### config.mk
export PLATFORM = sky130hd
export DESIGN_NAME = brightness_keys_flat
export DESIGN_NICKNAME = d
export VERILOG_FILES = /design/src/rtl/brightness_keys_if.sv /design/src/rtl/brightness_keys.sv /design/src/flat_wrapper.sv
export SDC_FILE = /design/constraint.sdc
export NUM_CORES = 1
export LEC_CHECK = 0
export BUFFER_PORTS_ARGS = -buffer_cell sky130_fd_sc_hd__clkbuf_2
export CORE_ASPECT_RATIO = 1.2
export CORE_UTILIZATION = 35
export CTS_CLUSTER_DIAMETER = 30
export DETAILED_ROUTE_END_ITERATION = 10
export PLACE_DENSITY = 0.64
export RECOVER_POWER = 25
export REMOVE_ABC_BUFFERS = 1
export SYNTH_ARGS = -nofsm -noshare
export SYNTH_HDL_FRONTEND = slang
export SYNTH_SLANG_ARGS = --single-unit
### constraint.sdc
create_clock -name clk -period 1.8 [get_ports clk]
set_clock_uncertainty 0.05 [all_clocks]
set_input_delay 0.27 -clock clk [delete_from_list [all_inputs] [get_ports clk]]
set_output_delay 0.27 -clock clk [all_outputs]
set_load 0.01 [all_outputs]
### src/rtl/brightness_keys_if.sv
// Pushbutton-side and brightness-feedback signals of the brightness key front end.
interface brightness_keys_if;
    logic       key_up_n;
    logic       key_dn_n;
    logic [3:0] level_in;
    logic       inc;
    logic       dec;
    logic [6:0] hex_out;

    modport master (output key_up_n, key_dn_n, level_in, input inc, dec, hex_out);
    modport slave  (input key_up_n, key_dn_n, level_in, output inc, dec, hex_out);
endinterface

### src/rtl/brightness_keys.sv
// Debounced up/down keys to single-cycle inc/dec pulses with auto-repeat, plus level on a 7-seg digit.
// state   | meaning
// IDLE    | no key accepted as held
// UP_HOLD | up held alone, repeating inc
// DN_HOLD | down held alone, repeating dec
// LOCK    | both keys seen pressed, silent until both released
module brightness_keys #(
    parameter int DEBOUNCE_CYC = 500000,
    parameter int REPEAT_DELAY = 25000000,
    parameter int REPEAT_RATE  = 5000000,
    parameter int CNT_W        = 25
) (
    input  logic              clk,
    input  logic              rst,
    brightness_keys_if.slave  bus
);

    typedef enum logic [1:0] {
        IDLE    = 2'd0,
        UP_HOLD = 2'd1,
        DN_HOLD = 2'd2,
        LOCK    = 2'd3
    } state_t;

    localparam logic [CNT_W-1:0] DEB_TC    = CNT_W'(DEBOUNCE_CYC - 1);
    localparam logic [CNT_W-1:0] REP_DLY   = CNT_W'(REPEAT_DELAY);
    localparam logic [CNT_W-1:0] REP_RATE  = CNT_W'(REPEAT_RATE);
    localparam logic [CNT_W-1:0] REP_ONE   = CNT_W'(1);

    // bit 0 = up key, bit 1 = down key; all key levels are active-low
    logic [1:0]       sync1_q, sync1_d;
    logic [1:0]       sync2_q, sync2_d;
    logic [1:0]       stable_q, stable_d;
    logic [CNT_W-1:0] deb_cnt_q [2];
    logic [CNT_W-1:0] deb_cnt_d [2];

    state_t           state_q, state_d;
    logic [CNT_W-1:0] rep_q, rep_d;
    logic             inc_q, inc_d;
    logic             dec_q, dec_d;
    logic [6:0]       hex_q, hex_d;

    logic             up_p, dn_p;
    logic             fire_up, fire_dn;

    always_ff @(posedge clk or negedge rst) begin
        if (!rst) begin
            sync1_q  <= 2'b11;
            sync2_q  <= 2'b11;
            stable_q <= 2'b11;
            for (int k = 0; k < 2; k++) deb_cnt_q[k] <= '0;
            state_q  <= IDLE;
            rep_q    <= '0;
            inc_q    <= 1'b0;
            dec_q    <= 1'b0;
            hex_q    <= 7'h7F;
        end else begin
            sync1_q  <= sync1_d;
            sync2_q  <= sync2_d;
            stable_q <= stable_d;
            deb_cnt_q <= deb_cnt_d;
            state_q  <= state_d;
            rep_q    <= rep_d;
            inc_q    <= inc_d;
            dec_q    <= dec_d;
            hex_q    <= hex_d;
        end
    end

    // a change is accepted on the DEBOUNCE_CYC-th consecutive differing cycle
    always_comb begin
        sync1_d  = {bus.key_dn_n, bus.key_up_n};
        sync2_d  = sync1_q;
        stable_d = stable_q;
        for (int k = 0; k < 2; k++) begin
            deb_cnt_d[k] = '0;
            if (sync2_q[k] != stable_q[k]) begin
                if (deb_cnt_q[k] == DEB_TC) stable_d[k] = sync2_q[k];
                else                        deb_cnt_d[k] = deb_cnt_q[k] + 1'b1;
            end
        end
    end

    assign up_p = ~stable_q[0];
    assign dn_p = ~stable_q[1];

    always_comb begin
        state_d = state_q;
        rep_d   = rep_q;
        fire_up = 1'b0;
        fire_dn = 1'b0;
        case (state_q)
            IDLE: begin
                rep_d = '0;
                if (up_p && dn_p) begin
                    state_d = LOCK;
                end else if (up_p) begin
                    state_d = UP_HOLD;
                    fire_up = 1'b1;
                    rep_d   = REP_DLY;
                end else if (dn_p) begin
                    state_d = DN_HOLD;
                    fire_dn = 1'b1;
                    rep_d   = REP_DLY;
                end
            end
            // release is checked first so a repeat expiring on release is dropped
            UP_HOLD: begin
                if (!up_p) begin
                    state_d = IDLE;
                end else if (dn_p) begin
                    state_d = LOCK;
                end else if (rep_q == REP_ONE) begin
                    fire_up = 1'b1;
                    rep_d   = REP_RATE;
                end else begin
                    rep_d = rep_q - 1'b1;
                end
            end
            DN_HOLD: begin
                if (!dn_p) begin
                    state_d = IDLE;
                end else if (up_p) begin
                    state_d = LOCK;
                end else if (rep_q == REP_ONE) begin
                    fire_dn = 1'b1;
                    rep_d   = REP_RATE;
                end else begin
                    rep_d = rep_q - 1'b1;
                end
            end
            LOCK: begin
                rep_d = '0;
                if (!up_p && !dn_p) state_d = IDLE;
            end
            default: state_d = IDLE;
        endcase
    end

    // saturation masks only the pulse; the FSM keeps its timing
    assign inc_d = fire_up && (bus.level_in != 4'hF);
    assign dec_d = fire_dn && (bus.level_in != 4'h0);

    always_comb begin
        hex_d = 7'h7F;
        case (bus.level_in)
            4'h0: hex_d = 7'h40;
            4'h1: hex_d = 7'h79;
            4'h2: hex_d = 7'h24;
            4'h3: hex_d = 7'h30;
            4'h4: hex_d = 7'h19;
            4'h5: hex_d = 7'h12;
            4'h6: hex_d = 7'h02;
            4'h7: hex_d = 7'h78;
            4'h8: hex_d = 7'h00;
            4'h9: hex_d = 7'h10;
            4'hA: hex_d = 7'h08;
            4'hB: hex_d = 7'h03;
            4'hC: hex_d = 7'h46;
            4'hD: hex_d = 7'h21;
            4'hE: hex_d = 7'h06;
            4'hF: hex_d = 7'h0E;
            default: hex_d = 7'h7F;
        endcase
    end

    assign bus.inc     = inc_q;
    assign bus.dec     = dec_q;
    assign bus.hex_out = hex_q;

endmodule
### src/flat_wrapper.sv
// flat-port wrapper written by rule: the top's interface ports become plain ports
module brightness_keys_flat 
#(
    parameter int DEBOUNCE_CYC = 500000,
    parameter int REPEAT_DELAY = 25000000,
    parameter int REPEAT_RATE  = 5000000,
    parameter int CNT_W        = 25
)
  (clk, rst, bus_key_up_n, bus_key_dn_n, bus_level_in, bus_inc, bus_dec, bus_hex_out);
  brightness_keys_if bus_i ();
  input  logic clk;
  input  logic rst;
  input wire logic [$bits(bus_i.key_up_n)-1:0] bus_key_up_n;
  input wire logic [$bits(bus_i.key_dn_n)-1:0] bus_key_dn_n;
  input wire logic [$bits(bus_i.level_in)-1:0] bus_level_in;
  output wire logic [$bits(bus_i.inc)-1:0] bus_inc;
  output wire logic [$bits(bus_i.dec)-1:0] bus_dec;
  output wire logic [$bits(bus_i.hex_out)-1:0] bus_hex_out;
  assign bus_i.key_up_n = bus_key_up_n;
  assign bus_i.key_dn_n = bus_key_dn_n;
  assign bus_i.level_in = bus_level_in;
  assign bus_inc = bus_i.inc;
  assign bus_dec = bus_i.dec;
  assign bus_hex_out = bus_i.hex_out;
  brightness_keys #(.DEBOUNCE_CYC(DEBOUNCE_CYC), .REPEAT_DELAY(REPEAT_DELAY), .REPEAT_RATE(REPEAT_RATE), .CNT_W(CNT_W)) u_core (.clk(clk), .rst(rst), .bus(bus_i));
endmodule
==> results of run 1 <==
logic make-up after synthesis:
group	after synthesis	synth area share
simple gates	232	0.252
flops	92	0.454
compound gates	81	0.107
xor+xnor	50	0.0858
buf+inv	45	0.0399
fa+ha+maj	19	0.0466
mux	6	0.0147
routing by layer:
| metal | track usage | wire (µm) |
|---|---|---|
| met5 | 0 | 0 |
| met4 | 0.0674 | 402 |
| met3 | 0.0253 | 303 |
| met2 | 0.309 | 6730 |
| met1 | 0.200 | 5420 |
stage by stage:
step / cell area, µm² / setup slack [ns] / utilization / power [µW]
detailed placement: 6050 / -0.161 / 0.423 / 2370
global route: 7100 / -0.174 / 0.496 / 4340
global placement: 6050 / -0.139 / 0.423 / 2360
finish: 7100 / -0.117 / 0.496 / 4190
floorplan: 5000 / -0.242 / - / 2240
CTS: 6620 / -0.0429 / 0.463 / 4230
path summary, 6_finish.rpt:
check / endpoint / slack, ns / cells past startpoint
max: u_core.rep_q[23] / -0.12 / 6
min: u_core.bus.hex_out[5] / 0.18 / 2
max reg2reg: u_core.rep_q[23] / -0.12 / 6
min reg2reg: u_core.sync2_q[0] / 0.32 / 0
max in group asynchronous: u_core.bus.hex_out[1] / 0.26 / 3
min in group asynchronous: u_core.rep_q[18] / 0.46 / 2
flip-flops by register name (all words and copies together) (netlist names):
signal and count:
u_core.bus.hex_out 7, u_core.sync2_q 2, u_core.sync1_q 2, u_core.stable_q 2, u_core.deb_cnt_q 50, u_core.bus.inc 1, u_core.rep_q 25, u_core.bus.dec 1
u_core.state_q 2
cell type report:
| type | instances | area [µm²] |
|---|---|---|
| clock inverter | 6 | 55.1 |
| fill | 1256 | 7200 |
| multi-input combinational | 388 | 3060 |
| tap | 175 | 219 |
| timing repair buffer | 136 | 1110 |
| sequential | 92 | 2320 |
| inverter | 27 | 104 |
| clock buffer | 10 | 229 |
worst reg2reg max path, cell delays in order, from the launching register on:
cell and delay [ns]:
dfrtp_1 0.41, nor4_4 0.37, and4_4 0.30, buf_4 0.13, nand4_1 0.09, or4_1 0.41, o21ai_1 0.09
Yosys cell counts, drive strengths merged, types with 7 or more instances:
| master | number |
|---|---|
| inv | 27 |
| dfrtp | 79 |
| nor2 | 78 |
| nor3 | 20 |
| nor4 | 14 |
| ha | 19 |
| dfstp | 13 |
| nand4 | 15 |
| xnor2 | 31 |
| nor4b | 7 |
| buf | 16 |
| a31oi | 9 |
| and3 | 13 |
| o21ai | 21 |
| nand3 | 23 |
| xor2 | 19 |
| nand2 | 30 |
| a21oi | 15 |
power by group:
group / switching (µW) / internal, µW
clock network: 791 / 1060
logic: 126 / 85.2
registers: 14.7 / 2110
total: 932 / 3260
repair_timing:
action	CTS	global route
buffers inserted	8	16
hold buffers	3	0
endpoints found under the hold margin	24	0
endpoints found under the setup margin	51	76
gates cloned	0	1
resized for setup	52	84
pin swaps	23	39
==> flow_summary.json, run 1 <==
{
  "outcome": "finished with violations",
  "violations": "DRC, setup timing",
  "finalCritPeriodShare": 1.06,
  "clockBufferDepth": 2,
  "synth.top_cell.area_share": 0.387,
  "clk-insertion-delay-late_ns": 0.35,
  "dieArea_um2": 15100,
  "synth_area_um2": 5110,
  "cts-root-buf": "clkbuf_16",
  "path_delay_family": "simple AND/OR/NAND/NOR gates",
  "layout.nets": 681,
  "vdd_drop_max_v": 0.000415,
  "crit_required_ns": 2.02,
  "hold_class": "in2reg",
  "start_util": 0.357,
  "grt_overflow_total": 0,
  "tightest_slew_ns": 0.728,
  "worst-setup-path-type": "reg2reg",
  "period_minus_slack_ns": 1.92,
  "synthTopCellsByArea": "dfrtp_1 (39%), dfstp_2 (6.7%), nor2_1 (5.7%)",
  "final_cell_mix": "buf_4 (93), dfrtp_1 (79), nor2_1 (68)",
  "yosysWarnings": 0,
  "critPathBufInv": 1,
  "final_cells": 834,
  "synth.ff_latch_count": 92,
  "maxCapViolations": 0,
  "clk_pin_slew_ns": 0.06,
  "design.core.area_um2": 14300,
  "power.density_nw_per_um2": 591,
  "mostFrequentLayoutCell": "buf_4",
  "min_from": "bus_level_in[2]",
  "p_leak_uw": 0.00333,
  "finalSetupTns_ns": -0.670,
  "die_w_um": 112,
  "wirelength_um": 12900,
  "worstReg2RegStart": "u_core.rep_q[12]",
  "io_pins": 17,
  "max_freq_mhz": 522,
  "grt_max_degree": 38,
  "vias_per_cell": 5.31,
  "place_inst": 791,
  "finalHoldViolations": 0,
  "final_layout_size_suffix_gt1_frac": 0.398,
  "critPathMaxStageDelay_ns": 0.41,
  "chipHeight_um": 134,
  "synth-seq-area-share": 0.454,
  "yosysTopAreaCell": "dfrtp_1",
  "hold_slack_ns": 0.182,
  "maxSlewHeadroom": 0.515,
  "end_kind": "flop",
  "port_buffers": 16,
  "drtAntennaViolNets": 0,
  "syn_inst": 525,
  "grt_use_total": 0.170,
  "grt_pass1_wl_um": 20700,
  "path_cells": "nor4_4 > and4_4 > buf_4 > nand4_1 > or4_1 > o21ai_1",
  "placementRows": 48,
  "h-tree-depth": 3,
  "slowest_stage": "dfrtp_1",
  "globalplace.congestion": 0.875,
  "syn_to_final_growth_pct": 39.0,
  "dr.pass1.iters": 7,
  "crit_start": "u_core.rep_q[12]",
  "vias": 4432,
  "cts.sinks": 92,
  "ys.flop_type": "dfrtp_1",
  "slew_viol_final": 0,
  "avgSynthCellArea_um2": 9.73,
  "synth_edf_count": 0,
  "antenna_found_initial": 0,
  "drc_errors": 1,
  "post_drt_wl_per_cell_um": 15.4,
  "hpwl_um": 8500,
  "ys_types": 69,
  "numCtsBuffers": 9,
  "async_flop_share": 1.00,
  "antenna_cells": 0,
  "finalSetupViolCount": 15,
  "fin_ws_ns": -0.117,
  "worstPathMaxFanout": 3,
  "first_iter_violations": 201,
  "cp-start-kind": "flop",
  "cts_tree": "yes",
  "rsz0062_at_grt": "yes",
  "cp.arrival_ns": 2.14,
  "grt_pass1_vias": 4413
}
No activity file was read; power rests on OpenSTA's default activity.
==> run 2, diff against run 1 <==
Settings changed: CORE_ASPECT_RATIO 1.2 to 0.7.
==> run 2 against run 1 <==
The flow finishes with violations (setup timing). First-iteration DRC count increased by 120%. Power increased by 5.0%. Sequential cell count unchanged. Combinational power about the same.
==> flow_summary.json, run 2 (synthesized netlist as in run 1, its figures left out) <==
{
  "largest_reg_flops": 50,
  "max_freq_mhz": 510,
  "p_leak_uw": 0.00336,
  "final_cell_mix": "buf_4 (116), dfrtp_1 (78), nor2_1 (68)",
  "first_iter_violations": 448,
  "vdd_drop_max_v": 0.000509,
  "cp-start-kind": "flop",
  "finalSetupViolCount": 23,
  "power.internal_uw": 3410,
  "finalHoldViolations": 0,
  "start_util": 0.362,
  "worstPathMaxFanout": 4,
  "combPwrFrac": 0.047,
  "fin_ws_ns": -0.161,
  "pwr-share-clk": 0.470,
  "globalplace.congestion": 0.894,
  "power.density_nw_per_um2": 611,
  "end_kind": "flop",
  "post-route-util": 0.511,
  "period_minus_slack_ns": 1.96,
  "final_cells": 868,
  "port_buffers": 16,
  "antenna_found_initial": 0,
  "placed_cell_area_um2": 6140,
  "clockBufferDepth": 2,
  "clk_pin_slew_ns": 0.07,
  "tightest_slew_ns": 1.19,
  "slew_viol_final": 0,
  "drtAntennaViolNets": 0,
  "die_w_um": 146,
  "fillCellCount": 1223,
  "clk-insertion-delay-late_ns": 0.35,
  "hpwl_um": 8590,
  "final_area_um2": 7210,
  "finalCritPeriodShare": 1.09,
  "chipHeight_um": 103,
  "cts-root-buf": "clkbuf_16",
  "design.core.area_um2": 14100,
  "hold_class": "in2reg",
  "layout.nets": 700,
  "h-tree-depth": 3,
  "grt_max_degree": 93,
  "mostFrequentLayoutCell": "buf_4",
  "numCtsBuffers": 9,
  "grt_pass1_vias": 4322,
  "dr.pass1.iters": 5,
  "p_sw_uw": 990,
  "violations": "setup timing",
  "io_pins": 17,
  "cts_tree": "yes",
  "antenna_cells": 0,
  "vias_per_cell": 5.29,
  "finalSetupTns_ns": -1.40,
  "syn_to_final_growth_pct": 41.1,
  "vias": 4588,
  "dieArea_um2": 15100,
  "final_layout_size_suffix_gt1_frac": 0.404,
  "grt_use_total": 0.178,
  "maxCapViolations": 0,
  "cts.sinks": 92,
  "seq_power_share": 0.483,
  "rsz0062_at_grt": "yes",
  "outcome": "finished with violations",
  "regMostFlops": "u_core.deb_cnt_q",
  "maxSlewHeadroom": 0.205,
  "p_sw_frac": 0.225,
  "post_drt_wl_per_cell_um": 15.8,
  "placementRows": 36,
  "grt_pass1_wl_um": 21100,
  "drc_errors": 0,
  "wirelength_um": 13700,
  "worst-setup-path-type": "reg2reg",
  "cp.arrival_ns": 2.15,
  "crit_required_ns": 1.99,
  "place_inst": 817,
  "grt_overflow_total": 0
}
run 2: cell count changes in the layout (fill, tap and decap cells not counted), moves of 4 or more:
cell	change
buf_4	+23
buf_6	-5
nor4_2	-5
clkinv_2	-4
ha_2	+4
nor3_1	+4
nor4_1	+4
run 2: critical path, stage by stage (launching register included):
cell     delay [ns]
dfrtp_1        0.42
ha_2           0.20
nor3b_4        0.26
nand4_4        0.18
o21ai_4        0.19
buf_6          0.14
o21ai_1        0.10
a211o_1        0.31
run 2: final timing paths:
kind                                    from                     to  slack [ns]  cells after the start
max in group asynchronous                rst   u_core.deb_cnt_q[20]        0.13                      3
min reg2reg                u_core.sync1_q[1]      u_core.sync2_q[1]        0.31                      0
max                          u_core.rep_q[0]       u_core.rep_q[12]       -0.16                      7
min in group asynchronous                rst        u_core.rep_q[3]        0.74                      3
max reg2reg                  u_core.rep_q[0]       u_core.rep_q[12]       -0.16                      7
min                          bus_level_in[2]  u_core.bus.hex_out[5]        0.18                      2
run 2: per-layer routing:
metal / track usage / vias to the layer above / wire length, µm
met5: 0 / - / 0
met3: 0.0389 / 25 / 826
met4: 0.0481 / 0 / 195
met1: 0.248 / 2256 / 6360
met2: 0.280 / 148 / 6350
li1: - / 2159 / -
run 2: power groups by stage:
stage	clock network (µW)	logic, µW	registers [µW]
floorplan	0	69.8	2170
global placement	0	192	2160
detailed placement	0	199	2160
CTS	2100	217	2130
global route	2200	237	2130
finish	2070	208	2130
run 2: final cells by class:
| cell class | count | area, µm² | area share |
|---|---|---|---|
| timing repair buffer | 153 | 1220 | 0.169 |
| sequential | 92 | 2320 | 0.322 |
| tap | 190 | 238 | 0.0330 |
| clock inverter | 6 | 88.8 | 0.0123 |
| multi-input combinational | 390 | 3010 | 0.417 |
| clock buffer | 10 | 229 | 0.0318 |
| inverter | 27 | 104 | 0.0144 |
run 2: through the flow:
step                      hold slack [ns]  setup WS (ns)  power [µW]
after detailed placement            0.298         -0.186        2360
final                               0.176         -0.161        4400
after global routing                0.199         -0.244        4560
after CTS                           0.164        -0.0824        4450
after global placement              0.296         -0.192        2360
after floorplan                   -0.0756         -0.242        2240
run 2: what timing repair did:
action | CTS | global route
hold buffers | 3 | 0
buffers inserted | 11 | 18
pin swaps | 21 | 35
gates resized for setup | 55 | 71
setup endpoints to repair | 54 | 69
gates cloned | 1 | 2
endpoints found under the hold margin | 81 | 0
